[src/rtl/lagarto_pmu_pkg.sv]
// Shared constants for the Lagarto PMU counter bank: register map, CTRL bits, event names.
package lagarto_pmu_pkg;

    localparam logic [7:0] PMU_CTRL_ADDR  = 8'h00;
    localparam logic [7:0] PMU_OVF_ADDR   = 8'h01;
    localparam logic [7:0] PMU_IRQEN_ADDR = 8'h02;
    localparam logic [7:0] PMU_EVSEL_BASE = 8'h10;
    localparam logic [7:0] PMU_CNT_BASE   = 8'h20;

    localparam int unsigned CTRL_EN_BIT  = 0;
    localparam int unsigned CTRL_CLR_BIT = 1;
    localparam int unsigned CTRL_FRZ_BIT = 2;

    localparam int unsigned EVSEL_W = 5;

    typedef enum logic [EVSEL_W-1:0] {
        CYCLE        = 5'd0,
        NEW_INSTR    = 5'd1,
        IS_BRANCH    = 5'd2,
        BRANCH_TAKEN = 5'd3,
        BRANCH_MISS  = 5'd4,
        STALL_IF     = 5'd5,
        STALL_ID     = 5'd6,
        STALL_RR     = 5'd7,
        STALL_EXE    = 5'd8,
        STALL_WB     = 5'd9,
        EXE_STORE    = 5'd10,
        EXE_LOAD     = 5'd11,
        DCACHE_REQ   = 5'd12,
        DCACHE_MISS  = 5'd13,
        DMISS_L2HIT  = 5'd14,
        ICACHE_REQ   = 5'd15,
        ICACHE_MISS  = 5'd16,
        IMISS_L2HIT  = 5'd17,
        DTLB_MISS    = 5'd18,
        ITLB_MISS    = 5'd19
    } pmu_evt_e;

endpackage

[src/rtl/lagarto_pmu_counter.sv]
// One PMU counter slice: event select register, event mux, wrapping increment and
// clear > write > increment priority.
module lagarto_pmu_counter
    import lagarto_pmu_pkg::*;
#(
    parameter int unsigned NUM_EVENTS = 23,
    parameter int unsigned CNT_WIDTH  = 64
) (
    input  logic                  clk_i,
    input  logic                  reset_l,
    input  logic [NUM_EVENTS-1:0] ev_q_i,
    input  logic                  count_en_i,
    input  logic                  clr_i,
    input  logic                  evsel_we_i,
    input  logic                  cnt_we_i,
    input  logic [EVSEL_W-1:0]    evsel_wdata_i,
    input  logic [CNT_WIDTH-1:0]  cnt_wdata_i,
    output logic [EVSEL_W-1:0]    evsel_o,
    output logic [CNT_WIDTH-1:0]  cnt_o,
    output logic                  wrap_o
);

    logic [EVSEL_W-1:0]   evsel_q;
    logic [CNT_WIDTH-1:0] cnt_q, cnt_d;
    logic                 ev_hit, inc;

    // Out-of-range selects match no event, so the counter stays idle.
    always_comb begin
        ev_hit = 1'b0;
        for (int unsigned k = 0; k < NUM_EVENTS; k++) begin
            if (evsel_q == EVSEL_W'(k)) ev_hit = ev_q_i[k];
        end
    end

    assign inc    = count_en_i & ev_hit;
    assign wrap_o = inc & (&cnt_q) & ~clr_i & ~cnt_we_i;

    always_comb begin
        cnt_d = cnt_q;
        if (clr_i)         cnt_d = '0;
        else if (cnt_we_i) cnt_d = cnt_wdata_i;
        else if (inc)      cnt_d = cnt_q + 1'b1;
    end

    always_ff @(posedge clk_i or negedge reset_l) begin
        if (!reset_l) begin
            evsel_q <= '0;
            cnt_q   <= '0;
        end else begin
            if (evsel_we_i) evsel_q <= evsel_wdata_i;
            cnt_q <= cnt_d;
        end
    end

    assign evsel_o = evsel_q;
    assign cnt_o   = cnt_q;

endmodule

[src/rtl/lagarto_pmu_counters.sv]
// Lagarto PMU counter bank with word-addressed register port.
// Define LAGARTO_PMU_OVF_IRQ_EN to build IRQEN and the overflow interrupt.
module lagarto_pmu_counters
    import lagarto_pmu_pkg::*;
#(
    parameter int unsigned NUM_EVENTS = 23,
    parameter int unsigned NUM_CNT    = 8,
    parameter int unsigned CNT_WIDTH  = 64
) (
    input  logic                  clk_i,
    input  logic                  reset_l,
    input  logic [NUM_EVENTS-1:0] ev_i,
    input  logic                  req_i,
    input  logic                  we_i,
    input  logic [7:0]            addr_i,
    input  logic [63:0]           wdata_i,
    output logic                  ack_o,
    output logic [63:0]           rdata_o,
    output logic                  ovf_irq_o
);

    logic                  req_q, we_q;
    logic [7:0]            addr_q;
    logic [63:0]           wdata_q;
    logic [NUM_EVENTS-1:0] ev_q;
    logic                  en_q, frz_q;
    logic [NUM_CNT-1:0]    ovf_q, ovf_clr, irqen_rd;
    logic                  ack_q;
    logic [63:0]           rdata_q, rd_val;

    logic                  wr, rd, ctrl_we, ovf_we, clr, count_en;
    logic [NUM_CNT-1:0]    evsel_we, cnt_we, wrap;
    logic [EVSEL_W-1:0]    evsel [NUM_CNT];
    logic [CNT_WIDTH-1:0]  cnt [NUM_CNT];

    // Request stage: accesses are performed one edge after they are sampled.
    always_ff @(posedge clk_i or negedge reset_l) begin
        if (!reset_l) begin
            req_q   <= 1'b0;
            we_q    <= 1'b0;
            addr_q  <= '0;
            wdata_q <= '0;
            ev_q    <= '0;
        end else begin
            req_q <= req_i;
            ev_q  <= ev_i;
            if (req_i) begin
                we_q    <= we_i;
                addr_q  <= addr_i;
                wdata_q <= wdata_i;
            end
        end
    end

    assign wr       = req_q & we_q;
    assign rd       = req_q & ~we_q;
    assign ctrl_we  = wr & (addr_q == PMU_CTRL_ADDR);
    assign ovf_we   = wr & (addr_q == PMU_OVF_ADDR);
    assign clr      = ctrl_we & wdata_q[CTRL_CLR_BIT];
    assign count_en = en_q & ~frz_q;
    assign ovf_clr  = ovf_we ? wdata_q[NUM_CNT-1:0] : '0;

    always_comb begin
        evsel_we = '0;
        cnt_we   = '0;
        for (int unsigned i = 0; i < NUM_CNT; i++) begin
            evsel_we[i] = wr & (addr_q == PMU_EVSEL_BASE + 8'(i));
            cnt_we[i]   = wr & (addr_q == PMU_CNT_BASE + 8'(i));
        end
    end

    for (genvar g = 0; g < NUM_CNT; g++) begin : gen_cnt
        lagarto_pmu_counter #(
            .NUM_EVENTS (NUM_EVENTS),
            .CNT_WIDTH  (CNT_WIDTH)
        ) u_counter (
            .clk_i         (clk_i),
            .reset_l       (reset_l),
            .ev_q_i        (ev_q),
            .count_en_i    (count_en),
            .clr_i         (clr),
            .evsel_we_i    (evsel_we[g]),
            .cnt_we_i      (cnt_we[g]),
            .evsel_wdata_i (wdata_q[EVSEL_W-1:0]),
            .cnt_wdata_i   (wdata_q[CNT_WIDTH-1:0]),
            .evsel_o       (evsel[g]),
            .cnt_o         (cnt[g]),
            .wrap_o        (wrap[g])
        );
    end

    // A new wrap wins over a write-1-to-clear on the same edge.
    always_ff @(posedge clk_i or negedge reset_l) begin
        if (!reset_l) begin
            en_q  <= 1'b0;
            frz_q <= 1'b0;
            ovf_q <= '0;
        end else begin
            if (ctrl_we) begin
                en_q  <= wdata_q[CTRL_EN_BIT];
                frz_q <= wdata_q[CTRL_FRZ_BIT];
            end
            ovf_q <= (ovf_q & ~ovf_clr) | wrap;
        end
    end

`ifdef LAGARTO_PMU_OVF_IRQ_EN
    logic [NUM_CNT-1:0] irqen_q;
    logic               irq_q;
    logic               irqen_we;

    assign irqen_we = wr & (addr_q == PMU_IRQEN_ADDR);

    always_ff @(posedge clk_i or negedge reset_l) begin
        if (!reset_l) begin
            irqen_q <= '0;
            irq_q   <= 1'b0;
        end else begin
            if (irqen_we) irqen_q <= wdata_q[NUM_CNT-1:0];
            irq_q <= |(ovf_q & irqen_q);
        end
    end

    assign irqen_rd  = irqen_q;
    assign ovf_irq_o = irq_q;
`else
    assign irqen_rd  = '0;
    assign ovf_irq_o = 1'b0;
`endif

    always_comb begin
        rd_val = '0;
        if (addr_q == PMU_CTRL_ADDR) begin
            rd_val[CTRL_EN_BIT]  = en_q;
            rd_val[CTRL_FRZ_BIT] = frz_q;
        end
        if (addr_q == PMU_OVF_ADDR)   rd_val = 64'(ovf_q);
        if (addr_q == PMU_IRQEN_ADDR) rd_val = 64'(irqen_rd);
        for (int unsigned i = 0; i < NUM_CNT; i++) begin
            if (addr_q == PMU_EVSEL_BASE + 8'(i)) rd_val = 64'(evsel[i]);
            if (addr_q == PMU_CNT_BASE + 8'(i))   rd_val = 64'(cnt[i]);
        end
    end

    always_ff @(posedge clk_i or negedge reset_l) begin
        if (!reset_l) begin
            ack_q   <= 1'b0;
            rdata_q <= '0;
        end else begin
            ack_q <= req_q;
            if (rd) rdata_q <= rd_val;
        end
    end

    assign ack_o   = ack_q;
    assign rdata_o = rdata_q;

endmodule

[config.mk]
export PLATFORM = sky130hd
export DESIGN_NAME = lagarto_pmu_counters
export DESIGN_NICKNAME = d
export VERILOG_FILES = /design/src/rtl/lagarto_pmu_pkg.sv /design/src/rtl/lagarto_pmu_counter.sv /design/src/rtl/lagarto_pmu_counters.sv
export SDC_FILE = /design/constraint.sdc
export NUM_CORES = 2
export LEC_CHECK = 0
export ABC_CLOCK_PERIOD_IN_PS = 5600
export BUFFER_PORTS_ARGS = -buffer_cell sky130_fd_sc_hd__buf_2
export CAP_MARGIN = 10
export CORE_ASPECT_RATIO = 2
export CORE_UTILIZATION = 35
export CTS_CLUSTER_SIZE = 10
export DETAILED_ROUTE_END_ITERATION = 12
export PLACE_DENSITY_LB_ADDON = 0.12
export SETUP_SLACK_MARGIN = 0.4
export SLEW_MARGIN = 5
export SYNTH_ARGS = -nofsm -noshare
export SYNTH_HDL_FRONTEND = slang
export SYNTH_SLANG_ARGS = --single-unit
export TNS_END_PERCENT = 30
[constraint.sdc]
create_clock -name clk_i -period 5.6 [get_ports clk_i]
set_input_delay 1.12 -clock clk_i [delete_from_list [all_inputs] [get_ports clk_i]]
set_output_delay 1.12 -clock clk_i [all_outputs]
set_load 0.005 [all_outputs]
# After elaboration in Yosys (flattened, before gate mapping)

Index checks and enable logic that the tools add are counted.

Word-level logic and storage cells: 550
Output and inout port bits: 66
Bits in registers: 724
Input port bits: 99

Multiplexer cells: 229
Bitwise gates (word level): 68
Equality and inequality tests: 194
Reduce and logical (&&, ||, !) cells: 25
$add $sub $neg: 8

Operators by type and width:

| operator                                                              | count |
|---|---|
| 64-bit two-way mux                                                    | 41 |
| 64-bit by 1-bit adder with 64-bit output, second input constant       | 8 |
| 64-bit AND reduction                                                  | 8 |
| 5-bit by 4-bit equality test with 1-bit output, second input constant | 64 |
| 5-bit equality test, second input constant                            | 56 |
| 1-bit two-way mux                                                     | 186 |
| 5-bit by 3-bit equality test with 1-bit output, second input constant | 32 |
| 5-bit by 2-bit equality test with 1-bit output, second input constant | 16 |
| 8-bit by 5-bit equality test with 1-bit output, second input constant | 8 |
| 8-bit by 6-bit equality test with 1-bit output, second input constant | 8 |
| 1-bit bitwise AND                                                     | 54 |
| 5-bit by 1-bit equality test with 1-bit output, second input constant | 8 |
| 5-bit logical NOT                                                     | 8 |
| 3-bit nonzero test                                                    | 8 |
| 8-bit two-way mux                                                     | 2 |
| 1-bit NOT                                                             | 11 |
| 8-bit bitwise AND                                                     | 1 |
| 8-bit by 1-bit equality test with 1-bit output, second input constant | 1 |
| 8-bit by 2-bit equality test with 1-bit output, second input constant | 1 |
| 8-bit logical NOT                                                     | 1 |
| 8-bit NOT                                                             | 1 |
| 8-bit OR                                                              | 1 |

# Depth between registers and ports, before layout

Word-level depth: 29
Depth in mapped cells: 13
Depth with buffers taken out: 10

# Hierarchy

Synthesis repeated with hierarchy kept, for this count alone.

Cells, all modules: 5952
Area, all modules: 49467.4 µm²

By module, submodules not included:

| module               | sequential area each (µm²) | cells each | times used | area an instance (µm²) |
|---|---|---|---|---|
| lagarto_pmu_counter  | 1726.7                     | 623        | 8          | 4958.5 |
| lagarto_pmu_counters | 4304.1                     | 968        | 1          | 9799.4 |

# Least setup slack after synthesis

OpenSTA, ideal clock, no wires.

Path type: flip-flop to flip-flop
Start point: register gen_cnt[6].u_counter.cnt_q[3]
End point: register gen_cnt[6].u_counter.cnt_q[63]
Arrival time: 2.717 ns
Cell stages (with the launch flop): 11
Period minus slack after synthesis: 2.838 ns
Setup time: 0.121 ns
Setup slack: 2.762 ns
Cells stage by stage: dfrtp_1 -> nand4_1 -> or4_1 -> or4_4 -> nor3_4 -> nand2_2 -> or2_0 -> buf_2 -> nor4_2 -> xor2_1 -> a22o_1

Word-level cells in the longest chain between the ends: 4

Ends and longest elaborated chain:

| element                                  | RTL line                  | text |
|---|---|---|
| from (decl)                              | lagarto_pmu_counter.sv:24 | `logic [CNT_WIDTH-1:0] cnt_q, cnt_d;` |
| from (signal assigned)                   | lagarto_pmu_counter.sv:51 | `cnt_q <= cnt_d;` |
| 64-bit by 1-bit adder with 64-bit output | lagarto_pmu_counter.sv:42 | `else if (inc) cnt_d = cnt_q + 1'b1;` |
| 64-bit two-way mux                       | lagarto_pmu_counter.sv:42 |  |
| 64-bit two-way mux                       | lagarto_pmu_counter.sv:41 | `else if (cnt_we_i) cnt_d = cnt_wdata_i;` |
| 64-bit two-way mux                       | lagarto_pmu_counter.sv:40 | `if (clr_i) cnt_d = '0;` |

Every way passes these cells. The select of a mux whose other input is x is not followed.
A chain may end at the register's enable or synchronous reset.

# Worst setup path in the final report

Start point: register gen_cnt[7].u_counter.cnt_q[25]
End point: register ovf_q[7]

Word-level cells in the longest chain between the ends: 5

Ends and longest elaborated chain:

| element                        | RTL line                    | text |
|---|---|---|
| from (decl)                    | lagarto_pmu_counter.sv:24   |  |
| from (signal assigned)         | lagarto_pmu_counter.sv:51   |  |
| 64-bit AND reduction           | lagarto_pmu_counter.sv:36   | `assign wrap_o = inc & (&cnt_q) & ~clr_i & ~cnt_we_i;` |
| 1-bit bitwise AND (3 in a row) | lagarto_pmu_counter.sv:36   |  |
| 8-bit OR                       | lagarto_pmu_counters.sv:103 | `ovf_q <= (ovf_q & ~ovf_clr) \| wrap;` |
| to (signal assigned)           | lagarto_pmu_counters.sv:103 |  |
| to (decl)                      | lagarto_pmu_counters.sv:27  | `logic [NUM_CNT-1:0] ovf_q, ovf_clr, irqen_rd;` |

Every way passes these cells.

==> report_table.html <==
<table>
<tr><th>Metric</th><th>Value</th></tr>
<tr><th colspan="2">Worst setup path</th></tr>
<tr><td>Worst Setup Path Type</td><td>register to register</td></tr>
<tr><td>Beginning of the worst register-to-register path</td><td>gen_cnt[7].u_counter.cnt_o[25]</td></tr>
<tr><td>Largest fanout on the critical path</td><td>6</td></tr>
<tr><td>Kind of start point of the critical path</td><td>register</td></tr>
<tr><td>Worst path arrival time</td><td>between 4 and 5 ns</td></tr>
<tr><td>Reg2reg end</td><td>ovf_q[7]</td></tr>
<tr><td>FF-to-FF path depth</td><td>9</td></tr>
<tr><td>Required time of the critical path</td><td>6.11 ns</td></tr>
<tr><td>Worst setup EP type</td><td>register</td></tr>
<tr><td>Flop-to-flop setup slack</td><td>1.23 ns</td></tr>
<tr><th colspan="2">Clock tree</th></tr>
<tr><td>Clock buffer count from CTS</td><td>84</td></tr>
<tr><td># clock sinks</td><td>approximately 720</td></tr>
<tr><td>H-Tree Depth</td><td>3</td></tr>
<tr><td>Setup Buffers After CTS</td><td>0</td></tr>
<tr><td>TritonCTS clock tree</td><td>done</td></tr>
<tr><td>Skew-Pair Late Insertion Delay</td><td>slightly above 0.7 ns</td></tr>
<tr><td>Number of gates given a new drive strength after cts</td><td>0</td></tr>
<tr><td>Maximum clock path buffer count</td><td>3</td></tr>
<tr><td>Clock root cell</td><td>sky130_fd_sc_hd__clkbuf_16</td></tr>
<tr><td>Number of buffers inserted for hold repair after clock tree synthesis</td><td>0</td></tr>
<tr><td>Clock-pin slew on the worst setup and hold paths</td><td>about 0.07 ns</td></tr>
<tr><th colspan="2">Power and ir drop</th></tr>
<tr><td>Power density over the cells</td><td>270 mW/mm²</td></tr>
<tr><td>Peak ir drop on the vdd network</td><td>approximately 0.00021 V</td></tr>
<tr><td>Standby leakage power</td><td>0.0191 µW</td></tr>
<tr><th colspan="2">Finish</th></tr>
<tr><td># fillers</td><td>between 10k and 15k</td></tr>
<tr><td>Fraction of layout instances using a drive strength above 1</td><td>roughly an eighth</td></tr>
<tr><td>Final design utilization</td><td>39.1%</td></tr>
<tr><td>Layout Nets</td><td>between 4k and 5k</td></tr>
<tr><td>Synth-to-layout area growth</td><td>11.0%</td></tr>
<tr><th colspan="2">Timing</th></tr>
<tr><td>Number of endpoints with negative hold slack in the final report</td><td>0</td></tr>
<tr><td>Max-slew violation total from the final report</td><td>4</td></tr>
<tr><td>Maximum clock frequency</td><td>approximately 230 MHz</td></tr>
<tr><td>Hold Worst Slack</td><td>~0.38 ns</td></tr>
<tr><td>Setup repair after global routing missed its margin</td><td>false</td></tr>
<tr><td>Period utilization</td><td>78.1%</td></tr>
<tr><td>Max-slew headroom</td><td>-2.67%</td></tr>
<tr><td>Post-layout min period</td><td>between 4 and 5 ns</td></tr>
<tr><td>Final clock skew</td><td>0.0435 ns</td></tr>
<tr><td>Setup tns final</td><td>0 ns</td></tr>
<tr><td>Slew at the pin with the worst max-slew slack</td><td>between 1.5 and 2 ns</td></tr>
<tr><td>Number of setup violations in the final report</td><td>0</td></tr>
<tr><th colspan="2">Worst hold path</th></tr>
<tr><td>Class of the tightest hold or removal check</td><td>primary input to asynchronous set/reset pin</td></tr>
<tr><th colspan="2">Die</th></tr>
<tr><td>Number of rows in the core area</td><td>between 150 and 200</td></tr>
<tr><td>Initial standard-cell utilization of the core</td><td>35.3%</td></tr>
<tr><td>Total die area</td><td>around 0.12 mm²</td></tr>
<tr><td>Chip width</td><td>about 250 µm</td></tr>
<tr><td>Height of the die</td><td>around 500 µm</td></tr>
<tr><td>Total I/O pin count</td><td>roughly 170</td></tr>
<tr><td>Area of the core region</td><td>0.122 mm²</td></tr>
<tr><th colspan="2">Logic synthesis</th></tr>
<tr><td>Cell type with the highest aggregate area in the netlist</td><td>sky130_fd_sc_hd__dfrtp_1</td></tr>
<tr><td>Number of warning messages in the yosys log</td><td>0</td></tr>
<tr><td>Netlist cell types</td><td>roughly 90</td></tr>
<tr><td>Summed instance area of the synthesized netlist</td><td>0.0429 mm²</td></tr>
<tr><td>Post-synthesis average cell area</td><td>just under 9 µm²</td></tr>
<tr><td>Area share of the leading cell type in the synthesized netlist</td><td>between 40% and 50%</td></tr>
<tr><td>Number of synthesized register bits</td><td>724</td></tr>
<tr><td>Portion of the post-synthesis area used by sequential elements</td><td>42.3%</td></tr>
<tr><td>Top post-synthesis cells by area</td><td>sky130_fd_sc_hd__dfrtp_1 42%, sky130_fd_sc_hd__o21ai_0 6.0%, sky130_fd_sc_hd__a21oi_1 5.9%</td></tr>
<tr><td>Cell count after synthesis</td><td>approximately 4.8k</td></tr>
<tr><td>Async SR Flop Fraction</td><td>between 90% and 100%</td></tr>
<tr><td>Synthesized Nets</td><td>~5k</td></tr>
<tr><td>Main flop type after synthesis</td><td>sky130_fd_sc_hd__dfrtp_1</td></tr>
<tr><td>Count of flip-flops with a built-in enable after synthesis</td><td>0</td></tr>
<tr><th colspan="2">Global routing</th></tr>
<tr><td>Global-route wire length before repair</td><td>around 290 mm</td></tr>
<tr><td>Number of global-route vias before repair</td><td>~40k</td></tr>
<tr><td>Final global-route overflow total</td><td>0</td></tr>
<tr><td>Overall fraction of global-route tracks in use</td><td>between 30% and 40%</td></tr>
<tr><td>Antenna violations before repair</td><td>5</td></tr>
<tr><td>Largest net degree at the start of global routing</td><td>roughly 140</td></tr>
<tr><th colspan="2">Drt</th></tr>
<tr><td>Iter 0 DRT Violations</td><td>roughly 3.8k</td></tr>
<tr><td>Antenna-violating nets left</td><td>0</td></tr>
<tr><td>Router iterations before antenna repair</td><td>7</td></tr>
<tr><td>Final routed wirelength across all metal layers</td><td>between 150 and 200 mm</td></tr>
<tr><td>Average detailed-routed wire length per instance</td><td>between 30 and 40 µm</td></tr>
<tr><td>DR vias/cell</td><td>~6.3</td></tr>
<tr><td>Routed wl met3</td><td>10.1 mm</td></tr>
<tr><td>Highest routed metal layer</td><td>met5</td></tr>
<tr><td>Number of remaining DRC errors</td><td>0</td></tr>
<tr><td>WL met1</td><td>slightly below 70 mm</td></tr>
<tr><td>Total length of routed met2 wires</td><td>around 99 mm</td></tr>
<tr><td>Via total after detailed routing</td><td>~40k</td></tr>
<tr><th colspan="2">Placement</th></tr>
<tr><td>RD Place Congestion</td><td>about 0.95</td></tr>
<tr><td>IO Port Bufs</td><td>163</td></tr>
<tr><td>Detail Placement HPWL</td><td>roughly 140 mm</td></tr>
<tr><th colspan="2">Run</th></tr>
<tr><td>Max cap viols</td><td>1</td></tr>
<tr><th colspan="2">Outcome</th></tr>
<tr><td>Outcome</td><td>complete, but fails checks</td></tr>
<tr><td>Failing checks</td><td>max-capacitance violations, max-slew violations</td></tr>
</table>
[sequential cells by signal (all words and copies together), names as in the netlist]
register / cells
frz_q: 1
gen_cnt.u_counter.evsel_o: 40
ovf_q: 8
ev_q: 23
req_q: 1
addr_q: 8
ack_o: 1
we_q: 1
gen_cnt.u_counter.cnt_o: 512
en_q: 1
wdata_q: 64
rdata_o: 64
[layout by cell type (no fill, tap or decap), types with 99 or more instances in the layout]
master / count
sky130_fd_sc_hd__mux2_2: 120
sky130_fd_sc_hd__a21oi_1: 502
sky130_fd_sc_hd__dfrtp_1: 724
sky130_fd_sc_hd__xnor2_1: 241
sky130_fd_sc_hd__xor2_1: 162
sky130_fd_sc_hd__nor2_1: 289
sky130_fd_sc_hd__nand2_1: 304
sky130_fd_sc_hd__nand4_1: 99
sky130_fd_sc_hd__a222oi_1: 120
sky130_fd_sc_hd__nand3_1: 190
sky130_fd_sc_hd__o21ai_0: 516
sky130_fd_sc_hd__nor3_1: 124
sky130_fd_sc_hd__buf_2: 161
[critical path: stages, from the launching register on]
cell,delay (ns)
sky130_fd_sc_hd__dfrtp_1,0.47
sky130_fd_sc_hd__and4_1,0.44
sky130_fd_sc_hd__nand3_1,0.34
sky130_fd_sc_hd__nor3_1,0.58
sky130_fd_sc_hd__nand4_1,0.45
sky130_fd_sc_hd__nor3_1,0.44
sky130_fd_sc_hd__buf_4,0.25
sky130_fd_sc_hd__nand2_1,0.14
sky130_fd_sc_hd__buf_4,0.28
sky130_fd_sc_hd__o21ai_0,0.76
[worst max path at each step]
stage | depth (start not counted) | slack (ns) | to | from
floorplan | 10 | 2.76 | gen_cnt[6].u_counter.cnt_o[63] | gen_cnt[6].u_counter.cnt_o[3]
global placement | 9 | 1.44 | ovf_q[7] | gen_cnt[7].u_counter.cnt_o[25]
detailed placement | 9 | 1.41 | ovf_q[7] | gen_cnt[7].u_counter.cnt_o[25]
CTS | 9 | 1.40 | ovf_q[7] | gen_cnt[7].u_counter.cnt_o[25]
global route | 9 | 1.13 | ovf_q[7] | gen_cnt[7].u_counter.cnt_o[25]
finish | 9 | 1.23 | ovf_q[7] | gen_cnt[7].u_counter.cnt_o[25]
[synth_stat cells (70+ instances only)]
cell type                  instances
sky130_fd_sc_hd__a22oi_1          70
sky130_fd_sc_hd__a31oi_1          71
sky130_fd_sc_hd__inv_1            85
sky130_fd_sc_hd__a21oi_1         502
sky130_fd_sc_hd__clkbuf_1        345
sky130_fd_sc_hd__and3_1           96
sky130_fd_sc_hd__xnor2_1         241
sky130_fd_sc_hd__o21ai_0         517
sky130_fd_sc_hd__xor2_1          162
sky130_fd_sc_hd__nand3_1         191
sky130_fd_sc_hd__nor3_1          128
sky130_fd_sc_hd__mux2_2          120
sky130_fd_sc_hd__a222oi_1        120
sky130_fd_sc_hd__nand4_1          99
sky130_fd_sc_hd__dfrtp_1         724
sky130_fd_sc_hd__nor2_1          298
sky130_fd_sc_hd__nand2_1         312
[power by group]
part	leakage (µW)	internal [µW]	switching, µW
logic	0.00817	540	623
clock network	0.00114	2750	2460
registers	0.00979	5620	863
[kinds of logic after synthesis]
| family | Yosys count | synth area share (%) |
|---|---|---|
| compound gates | 1587 | 22.7 |
| xor+xnor | 403 | 8.23 |
| fa+ha+maj | 8 | 0.233 |
| buf+inv | 477 | 4.24 |
| flops | 724 | 42.3 |
| mux | 162 | 4.40 |
| other cells | 1 | 0.00875 |
| simple gates | 1461 | 17.9 |
[layer usage]
layer / vias up / track usage [%]
met5: - / 0
met4: 6 / 27.3
met3: 597 / 4.03
met2: 1603 / 54.9
met1: 19900 / 33.5
li1: 17800 / -
[per-stage QoR]
step / cell area, µm² / power [µW] / instances / worst slack (ns)
detailed placement: 45200 / 7730 / 6256 / 1.41
global placement: 45200 / 7710 / 6256 / 1.44
global route: 47600 / 13300 / 6359 / 1.13
finish: 47600 / 12900 / 6359 / 1.23
CTS: 47600 / 13000 / 6358 / 1.40
floorplan: 42900 / 6920 / 4823 / 2.76
[area by class of cell]
cell class              instances  area [µm²]  share of cell area [%]
clock inverters                11         181                   0.381
clock buffers                  91        2160                    4.54
inverters                      85         319                   0.670
flip-flops and latches        724       18100                    38.1
well taps                    1555        1950                    4.09
repair buffers                270        1760                    3.69
diodes                          1        2.50                 0.00526
multi-input cells            3622       23100                    48.6
(Power assumes the default switching activity.)
